<file path="config.mk">
export PLATFORM = sky130hd
export DESIGN_NAME = s_pipe_fetch_arb_flat
export DESIGN_NICKNAME = d
export VERILOG_FILES = /design/src/rtl/s_pipe_fetch_arb_if.sv /design/src/rtl/s_pipe_fetch_arb.sv /design/src/flat_wrapper.sv
export SDC_FILE = /design/constraint.sdc
export NUM_CORES = 1
export LEC_CHECK = 0
export BUFFER_PORTS_ARGS = -buffer_cell sky130_fd_sc_hd__buf_2
export CAP_MARGIN = 25
export CELL_PAD_IN_SITES_DETAIL_PLACEMENT = 2
export CELL_PAD_IN_SITES_GLOBAL_PLACEMENT = 2
export CORE_ASPECT_RATIO = 1.2
export CORE_MARGIN = 2
export CORE_UTILIZATION = 26
export CTS_BUF_LIST = sky130_fd_sc_hd__clkbuf_16
export DETAILED_ROUTE_END_ITERATION = 7
export PLACE_DENSITY_LB_ADDON = 0.2
export SLEW_MARGIN = 20
export SYNTH_ARGS = -nofsm -noshare
export SYNTH_HDL_FRONTEND = slang
export SYNTH_SLANG_ARGS = --single-unit
</file>
<file path="constraint.sdc">
create_clock -name clk -period 4.4 [get_ports clk]
set_input_delay 0.44 -clock clk [delete_from_list [all_inputs] [get_ports clk]]
set_output_delay 0.44 -clock clk [all_outputs]
set_load 0.03 [all_outputs]
</file>
<file path="src/rtl/s_pipe_fetch_arb_if.sv">
`default_nettype none
// ============================================================================
// s_pipe_fetch_arb_if : shared-imem fetch bus between the speculative pipes,
//                       the fetch arbiter and the instruction memory port.
// Rev 1.0 - initial release
// ============================================================================

package sys;
    typedef logic [31:0] addr_t;
endpackage

interface s_pipe_fetch_arb_if #(
    parameter int s_pipe_cnt = 3
);
    localparam int HID_W = (s_pipe_cnt > 1) ? $clog2(s_pipe_cnt) : 1;

    logic                  en;
    logic [s_pipe_cnt-1:0] fetch_req;
    sys::addr_t            fetch_addr [s_pipe_cnt];
    logic [s_pipe_cnt-1:0] s_pipe_rst;
    logic [HID_W-1:0]      head_s_pipe_id;
    logic                  imem_req_rdy;
    logic                  imem_rsp_valid;
    logic [31:0]           imem_rsp_data;
    logic                  imem_req_valid;
    sys::addr_t            imem_req_addr;
    logic [s_pipe_cnt-1:0] fetch_gnt;
    logic [s_pipe_cnt-1:0] fetch_rsp_valid;
    logic [31:0]           fetch_rsp_inst;

    modport master (
        output en, fetch_req, fetch_addr, s_pipe_rst, head_s_pipe_id,
               imem_req_rdy, imem_rsp_valid, imem_rsp_data,
        input  imem_req_valid, imem_req_addr, fetch_gnt, fetch_rsp_valid,
               fetch_rsp_inst
    );

    modport slave (
        input  en, fetch_req, fetch_addr, s_pipe_rst, head_s_pipe_id,
               imem_req_rdy, imem_rsp_valid, imem_rsp_data,
        output imem_req_valid, imem_req_addr, fetch_gnt, fetch_rsp_valid,
               fetch_rsp_inst
    );
endinterface

`default_nettype wire

</file>
<file path="src/rtl/s_pipe_fetch_arb.sv">
`default_nettype none
// ============================================================================
// s_pipe_fetch_arb : round-robin arbiter giving N speculative pipes one shared
//                    instruction-memory port, one transaction outstanding.
//                    Optional macro FETCH_ARB_HEAD_PRIO_EN: head pipe wins.
// Rev 1.0 - initial release
// ============================================================================

module s_pipe_fetch_arb #(
    parameter int s_pipe_cnt = 3
) (
    input  wire                clk,
    input  wire                rst,
    s_pipe_fetch_arb_if.slave  bus
);

    localparam int PTR_W = (s_pipe_cnt > 1) ? $clog2(s_pipe_cnt) : 1;

    typedef enum logic [1:0] {
        ST_IDLE = 2'd0,
        ST_REQ  = 2'd1,
        ST_WAIT = 2'd2
    } state_e;

    state_e          state_q, state_d;
    logic [PTR_W-1:0] rr_q, rr_d;
    logic [PTR_W-1:0] owner_q, owner_d;
    logic             kill_q, kill_d;
    sys::addr_t       addr_q, addr_d;

    logic [s_pipe_cnt-1:0] w_elig;
    logic                  w_found;
    logic [PTR_W-1:0]      w_win;
    logic [PTR_W-1:0]      w_idx;
    int                    w_sum;
    logic                  w_owner_flush;

    // Round-robin search starting at rr_q; a pipe being flushed is not eligible.
    always_comb begin
        w_elig  = bus.fetch_req & ~bus.s_pipe_rst;
        w_found = 1'b0;
        w_win   = '0;
        w_idx   = '0;
        w_sum   = 0;
        for (int i = 0; i < s_pipe_cnt; i++) begin
            w_sum = int'(rr_q) + i;
            if (w_sum >= s_pipe_cnt) begin
                w_sum = w_sum - s_pipe_cnt;
            end
            w_idx = PTR_W'(w_sum);
            if (!w_found && w_elig[w_idx]) begin
                w_found = 1'b1;
                w_win   = w_idx;
            end
        end
`ifdef FETCH_ARB_HEAD_PRIO_EN
        if ((int'(bus.head_s_pipe_id) < s_pipe_cnt) && w_elig[bus.head_s_pipe_id]) begin
            w_found = 1'b1;
            w_win   = bus.head_s_pipe_id;
        end
`endif
    end

`ifndef FETCH_ARB_HEAD_PRIO_EN
    logic w_unused_head;
    assign w_unused_head = ^bus.head_s_pipe_id;
`endif

    always_comb begin
        state_d              = state_q;
        rr_d                 = rr_q;
        owner_d              = owner_q;
        kill_d               = kill_q;
        addr_d               = addr_q;
        bus.imem_req_valid   = 1'b0;
        bus.imem_req_addr    = addr_q;
        bus.fetch_gnt        = '0;
        bus.fetch_rsp_valid  = '0;
        bus.fetch_rsp_inst   = '0;
        w_owner_flush        = bus.s_pipe_rst[owner_q];

        case (state_q)
            ST_IDLE: begin
                if (bus.en && w_found) begin
                    bus.fetch_gnt[w_win] = 1'b1;
                    addr_d  = bus.fetch_addr[w_win];
                    owner_d = w_win;
                    kill_d  = 1'b0;
                    rr_d    = (w_win == PTR_W'(s_pipe_cnt - 1)) ? '0 : w_win + 1'b1;
                    state_d = ST_REQ;
                end
            end
            ST_REQ: begin
                bus.imem_req_valid = 1'b1;
                if (w_owner_flush) begin
                    kill_d = 1'b1;
                end
                if (bus.imem_req_rdy) begin
                    state_d = ST_WAIT;
                end
            end
            ST_WAIT: begin
                if (w_owner_flush) begin
                    kill_d = 1'b1;
                end
                // A flushed owner still drains the memory response, it is just not delivered.
                if (bus.imem_rsp_valid) begin
                    if (!kill_q && !w_owner_flush) begin
                        bus.fetch_rsp_valid[owner_q] = 1'b1;
                        bus.fetch_rsp_inst           = bus.imem_rsp_data;
                    end
                    state_d = ST_IDLE;
                end
            end
            default: state_d = ST_IDLE;
        endcase

        if (rst) begin
            bus.imem_req_valid  = 1'b0;
            bus.imem_req_addr   = '0;
            bus.fetch_gnt       = '0;
            bus.fetch_rsp_valid = '0;
            bus.fetch_rsp_inst  = '0;
        end
    end

    always_ff @(posedge clk) begin
        if (rst) begin
            state_q <= ST_IDLE;
            rr_q    <= '0;
            owner_q <= '0;
            kill_q  <= 1'b0;
            addr_q  <= '0;
        end else begin
            state_q <= state_d;
            rr_q    <= rr_d;
            owner_q <= owner_d;
            kill_q  <= kill_d;
            addr_q  <= addr_d;
        end
    end

endmodule

`default_nettype wire

</file>
<file path="src/flat_wrapper.sv">
// flat-port wrapper written by rule: the top's interface ports become plain ports
module s_pipe_fetch_arb_flat 
#(
    parameter int s_pipe_cnt = 3
)
  (clk, rst, bus_en, bus_fetch_req, bus_fetch_addr, bus_s_pipe_rst, bus_head_s_pipe_id, bus_imem_req_rdy, bus_imem_rsp_valid, bus_imem_rsp_data, bus_imem_req_valid, bus_imem_req_addr, bus_fetch_gnt, bus_fetch_rsp_valid, bus_fetch_rsp_inst);
  s_pipe_fetch_arb_if #(.s_pipe_cnt(s_pipe_cnt)) bus_i ();
  input  wire clk;
  input  wire rst;
  input wire logic [$bits(bus_i.en)-1:0] bus_en;
  input wire logic [$bits(bus_i.fetch_req)-1:0] bus_fetch_req;
  input wire logic [$bits(bus_i.fetch_addr)-1:0] bus_fetch_addr;
  input wire logic [$bits(bus_i.s_pipe_rst)-1:0] bus_s_pipe_rst;
  input wire logic [$bits(bus_i.head_s_pipe_id)-1:0] bus_head_s_pipe_id;
  input wire logic [$bits(bus_i.imem_req_rdy)-1:0] bus_imem_req_rdy;
  input wire logic [$bits(bus_i.imem_rsp_valid)-1:0] bus_imem_rsp_valid;
  input wire logic [$bits(bus_i.imem_rsp_data)-1:0] bus_imem_rsp_data;
  output wire logic [$bits(bus_i.imem_req_valid)-1:0] bus_imem_req_valid;
  output wire logic [$bits(bus_i.imem_req_addr)-1:0] bus_imem_req_addr;
  output wire logic [$bits(bus_i.fetch_gnt)-1:0] bus_fetch_gnt;
  output wire logic [$bits(bus_i.fetch_rsp_valid)-1:0] bus_fetch_rsp_valid;
  output wire logic [$bits(bus_i.fetch_rsp_inst)-1:0] bus_fetch_rsp_inst;
  assign bus_i.en = bus_en;
  assign bus_i.fetch_req = bus_fetch_req;
  assign bus_i.fetch_addr = {>>{bus_fetch_addr}};
  assign bus_i.s_pipe_rst = bus_s_pipe_rst;
  assign bus_i.head_s_pipe_id = bus_head_s_pipe_id;
  assign bus_i.imem_req_rdy = bus_imem_req_rdy;
  assign bus_i.imem_rsp_valid = bus_imem_rsp_valid;
  assign bus_i.imem_rsp_data = bus_imem_rsp_data;
  assign bus_imem_req_valid = bus_i.imem_req_valid;
  assign bus_imem_req_addr = bus_i.imem_req_addr;
  assign bus_fetch_gnt = bus_i.fetch_gnt;
  assign bus_fetch_rsp_valid = bus_i.fetch_rsp_valid;
  assign bus_fetch_rsp_inst = bus_i.fetch_rsp_inst;
  s_pipe_fetch_arb #(.s_pipe_cnt(s_pipe_cnt)) u_core (.clk(clk), .rst(rst), .bus(bus_i));
endmodule
</file>
# After elaboration in Yosys (flattened, before gate mapping)
# Index checks and enable logic that the tools add are counted.
[classes] order_cmp=11 reduce_logical=16 n_addsub=6 n_eq_ne=7 bitwise_logic=3 n_mux=46
[op_table] cell="$mux W32" count=7
[op_table] cell="$bmux W32 S2" count=1
[op_table] cell="$mux W3" count=7
[op_table] cell="$mux W2" count=10
[op_table] cell="$lt A2 B3 Y1 const B" count=5
[op_table] cell="$mux W1" count=13
[op_table] cell="$bmux W1 S2" count=4
[op_table] cell="$ge A3 B2 Y1 const B" count=2
[op_table] cell="$logic_and A1 B1 Y1" count=6
[op_table] cell="$pmux W2 S3" count=1
[op_table] cell="$reduce_and A3 Y1" count=2
[op_table] cell="$demux W1 S2" count=2
[op_table] cell="$eq A2 B2 Y1 const B" count=2
[op_table] cell="$ge A2 B1 Y1 const B" count=2
[op_table] cell="$logic_not A1 Y1" count=4
[op_table] cell="$ne A2 B1 Y1 const B" count=2
[op_table] cell="$ne A2 B2 Y1 const B" count=2
[op_table] cell="$sub A2 B1 Y2 const B" count=2
[op_table] cell="$add A2 B1 Y3 const B" count=1
[op_table] cell="$add A2 B2 Y3 const B" count=1
[op_table] cell="$and A3 B3 Y3" count=1
[op_table] cell="$ge A3 B3 Y1 const B" count=1
[op_table] cell="$not A2 Y3" count=1
[op_table] cell="$not A3 Y3" count=1
[op_table] cell="9 further kinds" count=9
[totals] elab_cells=94 ff_bits=39 output_inout_bits=71 input_bits=141

# Logic depth before layout (Yosys ltp)
[depth] depth_word=18 mapped_depth=10 depth_no_buf=7

# Worst setup path before layout
# No wires, ideal clock.
[synth_timing] path_kind="register -> output" startpoint="register u_core.rr_q[0]" endpoint="output port bus_fetch_gnt[2]" required_time_ns=3.960 stages_incl_launch_ff=10 arrival_time_ns=2.559 setup_slack_ns=1.401 path_buffers=3 path_cell_list="dfxtp_1 -> inv_1 -> ha_1 -> buf_6 -> nor4b_2 -> nor3_2 -> a41o_1 -> buf_2 -> buf_1 -> nor3_1"
[synth_via] elab_chain_cells=18 elab_cells_between_ends=36 cone_classes="5 x add/sub; 5 x order compare; 20 x mux; 6 x reduce/logical"
[synth_rtl] item="from (decl)" line_no="s_pipe_fetch_arb.sv:26" source="logic [PTR_W-1:0] rr_q, rr_d;"
[synth_rtl] item="from (signal assigned)" line_no="s_pipe_fetch_arb.sv:136" source="rr_q <= rr_d;"
[synth_rtl] item="branches (longest 15 deep; another with $add A2 B1 Y3)"
[synth_rtl] item="$mux W3 (*)" line_no="s_pipe_fetch_arb.sv:84" source="if (bus.en && w_found) begin"
[synth_rtl] item="$mux W3 (*)" line_no="s_pipe_fetch_arb.sv:82" source="case (state_q)"
[synth_rtl] item="$mux W3 (*)" line_no="s_pipe_fetch_arb.sv:118" source="if (rst) begin"
[synth_rtl] item="to (decl)" line_no="flat_wrapper.sv:20" source="output wire logic [$bits(bus_i.fetch_gnt)-1:0] bus_fetch_gnt;"
# Mark *: on every way between the ends. The select of a mux whose other input is x is not followed.

# Worst setup path after layout
[layout_timing] startpoint="register u_core.rr_q[0]" endpoint="output port bus_fetch_gnt[1]"
# The elaborated chain is that of the path after synthesis.

==> run metrics <==
Post CTS Setup Buffer Count 0; Hold/Removal Path Class register to register; Worst Clk Skew 0.001140 ns; power density over cell area 543.8 nW/um^2; placed cell area 5346 um^2; maximum buffer depth of the clock tree 2; setup repair after global routing missed its margin no; share of the core filled with cells in the final layout between 30% and 40%; via count of the first global-routing pass 5545; buffer cell driving the clock tree root clkbuf_16; floorplan die area 17050 um^2; max-slew violation count 0; GRT Overall Usage 22.07%; worst slew slack as a fraction of its limit 34.60%; total overflow reported by the global router 0; status finished clean; maximum number of pins on one net before global-route repair 43; Setup-failing EPs final 0; H-tree level count 2; remaining design rule violation count 0; leakage power 2.544 nW; worst-case hold slack 0.4690 ns; Synth area leaders dfxtp_1, o22ai_2, o32a_1; net total in the final layout 867; relative contribution of sequential cells to total power 19.4%; length of the first detailed-routing pass in iterations 6; yosys synthesis warning count 0; flops & latches, synth 39; power share of the clock group about an eighth; Hold-fix buffers, CTS 0; number of vias per cell after detailed routing 5.446; wire length of the first global-routing pass 29.83 mm; syn avg cell area ~7.6 um^2; aggregate routed wire length 19.30 mm; Layout Cell Area excl Fill between 5000 and 6000 um^2; Non-Filler Instances 925; clock-pin slew of the registers on the worst-case setup and hold paths 0.06 ns; Worst Path Arrival about 3.2 ns; post-route fraction of the period consumed by the critical path 82.22%; vertical extent of the die 142.7 um; fraction of the yosys area taken by sequential cells 18.74%; net switching power figure 1.529 mW; total via count after detailed routing 5038; Async S/R FF share, synth 0%; length in cells of the worst reg-to-reg path 9; layout cells sized above 1 37.85%; TritonCTS buffer count 5; core region area ~16000 um^2; hold-critical path depth 2; Max IR drop VDD 0.2640 mV; internal power around 1.4 mW; initial DRC count 190; reg-to-reg setup timing slack approximately 0.86 ns; Max Clock Freq 276.4 MHz; setup_tns 0 ns; unique cell type count in the Yosys netlist about 50; required time of the critical path 3.96 ns; fraction of post-synthesis cell area in the top cell type by area 18.74%; Chip Width 119.5 um; Syn Nets 698; weighted congestion reported at the end of routability-driven placement approximately 0.72; Crit Path Max Fanout 16; TritonCTS sink count 39; number of antenna violations at the first check in global routing 1; worst slew pin tran 0.9789 ns; starting density of the core 26.63%; insertion delay to the later sink of the worst-skew pair 0.29 ns; total half-perimeter wirelength after legalization and detailed placement ~14 mm; PortBufs 209; Cell Rows 50; Worst Setup End Kind primary output; Max-cap violations 0; io pins 212; relative contribution of combinational cells to total power 68.4%; switching part of the total power 51.33%; number of placed cells counting well taps 918; CP Class register to primary output; hold violation total from the final report 0; crit path time final ~3.6 ns; dominant synthesized flop cell dfxtp_1; CTS tree built; synthesized netlist cell count 548; critical path launch point type register; EDFF count, synth 0; Area Overhead vs Synth 31.51%; Antenna Violating Nets Remaining 0; per-cell routed wire length around 21 um; dominant cell type by area after synthesis dfxtp_1; total of cells resized after clock tree synthesis 0; netlist area before placement 4165 um^2
## flip-flops by register name (all words and copies together) (netlist names)
| name | flops |
|---|---|
| u_core.rr_q | 2 |
| u_core.kill_q | 1 |
| u_core.addr_q | 32 |
| u_core.owner_q | 2 |
| u_core.state_q | 2 |
## logic make-up after synthesis
kind of cell	after synthesis	share of synthesized area [%]
and+or+nand+nor	204	29.98
AOI/OAI and AO/OA	161	34.55
buffers and inverters	134	13.79
DFF	39	18.74
adders and majority gates	9	2.704
muxes	1	0.2403
## final timing paths
path                                                  start                        endpoint
worst max-delay path            u_core.rr_q[0]$_SDFFE_PP0P_                bus_fetch_gnt[1]
worst min register to register   u_core.kill_q$_SDFFE_PP0P_      u_core.kill_q$_SDFFE_PP0P_
worst max register to register  u_core.rr_q[0]$_SDFFE_PP0P_  u_core.addr_q[30]$_SDFFE_PP0P_
worst min-delay path             u_core.kill_q$_SDFFE_PP0P_      u_core.kill_q$_SDFFE_PP0P_
## Yosys cell counts, types with 2 or more instances
library cell	instances
nand2b_1	3
o32a_1	32
inv_1	74
a31oi_1	2
and2_1	33
buf_6	9
dfxtp_1	39
nor2b_1	37
o21ai_1	2
nand2_1	36
nand3b_1	5
a21oi_1	12
nor3_1	4
clkbuf_1	47
o21ai_0	2
o211ai_1	34
buf_2	2
nor4b_1	2
and3b_1	4
nand3_1	34
o2111ai_1	33
o22ai_1	5
ha_1	9
o22ai_2	27
or4_1	34
a211oi_1	2
## cell usage in the layout (no fill, tap or decap), types with 2 or more instances in the layout
cell type	Yosys	final
a211oi_1	2	2
or4_1	34	34
nand3_1	34	33
inv_1	74	75
o21ai_0	2	2
clkbuf_16	0	5
buf_2	2	209
nand2b_1	3	2
nor3_1	4	3
nor4b_1	2	2
nand2_1	36	36
dfxtp_1	39	39
nor2b_1	37	37
nor3_2	1	2
o22ai_1	5	5
a21oi_1	12	11
o211ai_1	34	34
o32a_1	32	32
nand3b_1	5	5
and3b_1	4	4
and2_1	33	33
buf_4	0	13
o22ai_2	27	27
o2111ai_1	33	33
ha_1	9	9
## cell type report
| class | instances | area, um^2 |
|---|---|---|
| Antenna cell | 1 | 2.502 |
| Clock buffer | 5 | 125.1 |
| Clock inverter | 1 | 3.754 |
| Fill cell | 1866 | 10160 |
| Inverter | 74 | 277.8 |
| Multi-Input combinational cell | 375 | 2884 |
| Sequential cell | 39 | 780.7 |
| Tap cell | 208 | 260.3 |
| Timing Repair Buffer | 222 | 1144 |
## critical path: stages (launching register included)
cell     delay [ns]
dfxtp_1        0.33
inv_1          0.08
ha_1           0.65
nor4b_1        0.18
a31o_2         0.38
nor4_4         0.68
a21oi_1        0.14
and3b_1        0.23
buf_2          0.20
## stage by stage
step	power (mW)	worst slack, ns
2_1_floorplan	2.026	1.401
3_3_place_gp	2.558	0.9679
3_5_place_dp	2.635	0.8562
4_1_cts	3.006	0.7663
5_1_grt	3.194	0.5615
6_report	2.979	0.7824
## per-layer routing
layer  routed length (um)  GRT usage [%]  vias up
li1                     -              -     2378
met4                  323          6.192        0
met3                 1219          4.393       19
met1                 7544          23.47     2456
met2                10210          43.58      185
met5                    0              0        -
## power by group through the flow
stage | logic, mW | registers, mW | clock network [mW]
2_1_floorplan | 1.46 | 0.563 | 0
3_3_place_gp | 1.98 | 0.573 | 0
3_5_place_dp | 2.05 | 0.584 | 0
4_1_cts | 2.05 | 0.578 | 0.373
5_1_grt | 2.21 | 0.595 | 0.386
6_report | 2.04 | 0.577 | 0.363
Power figures use the tool's default switching activity.
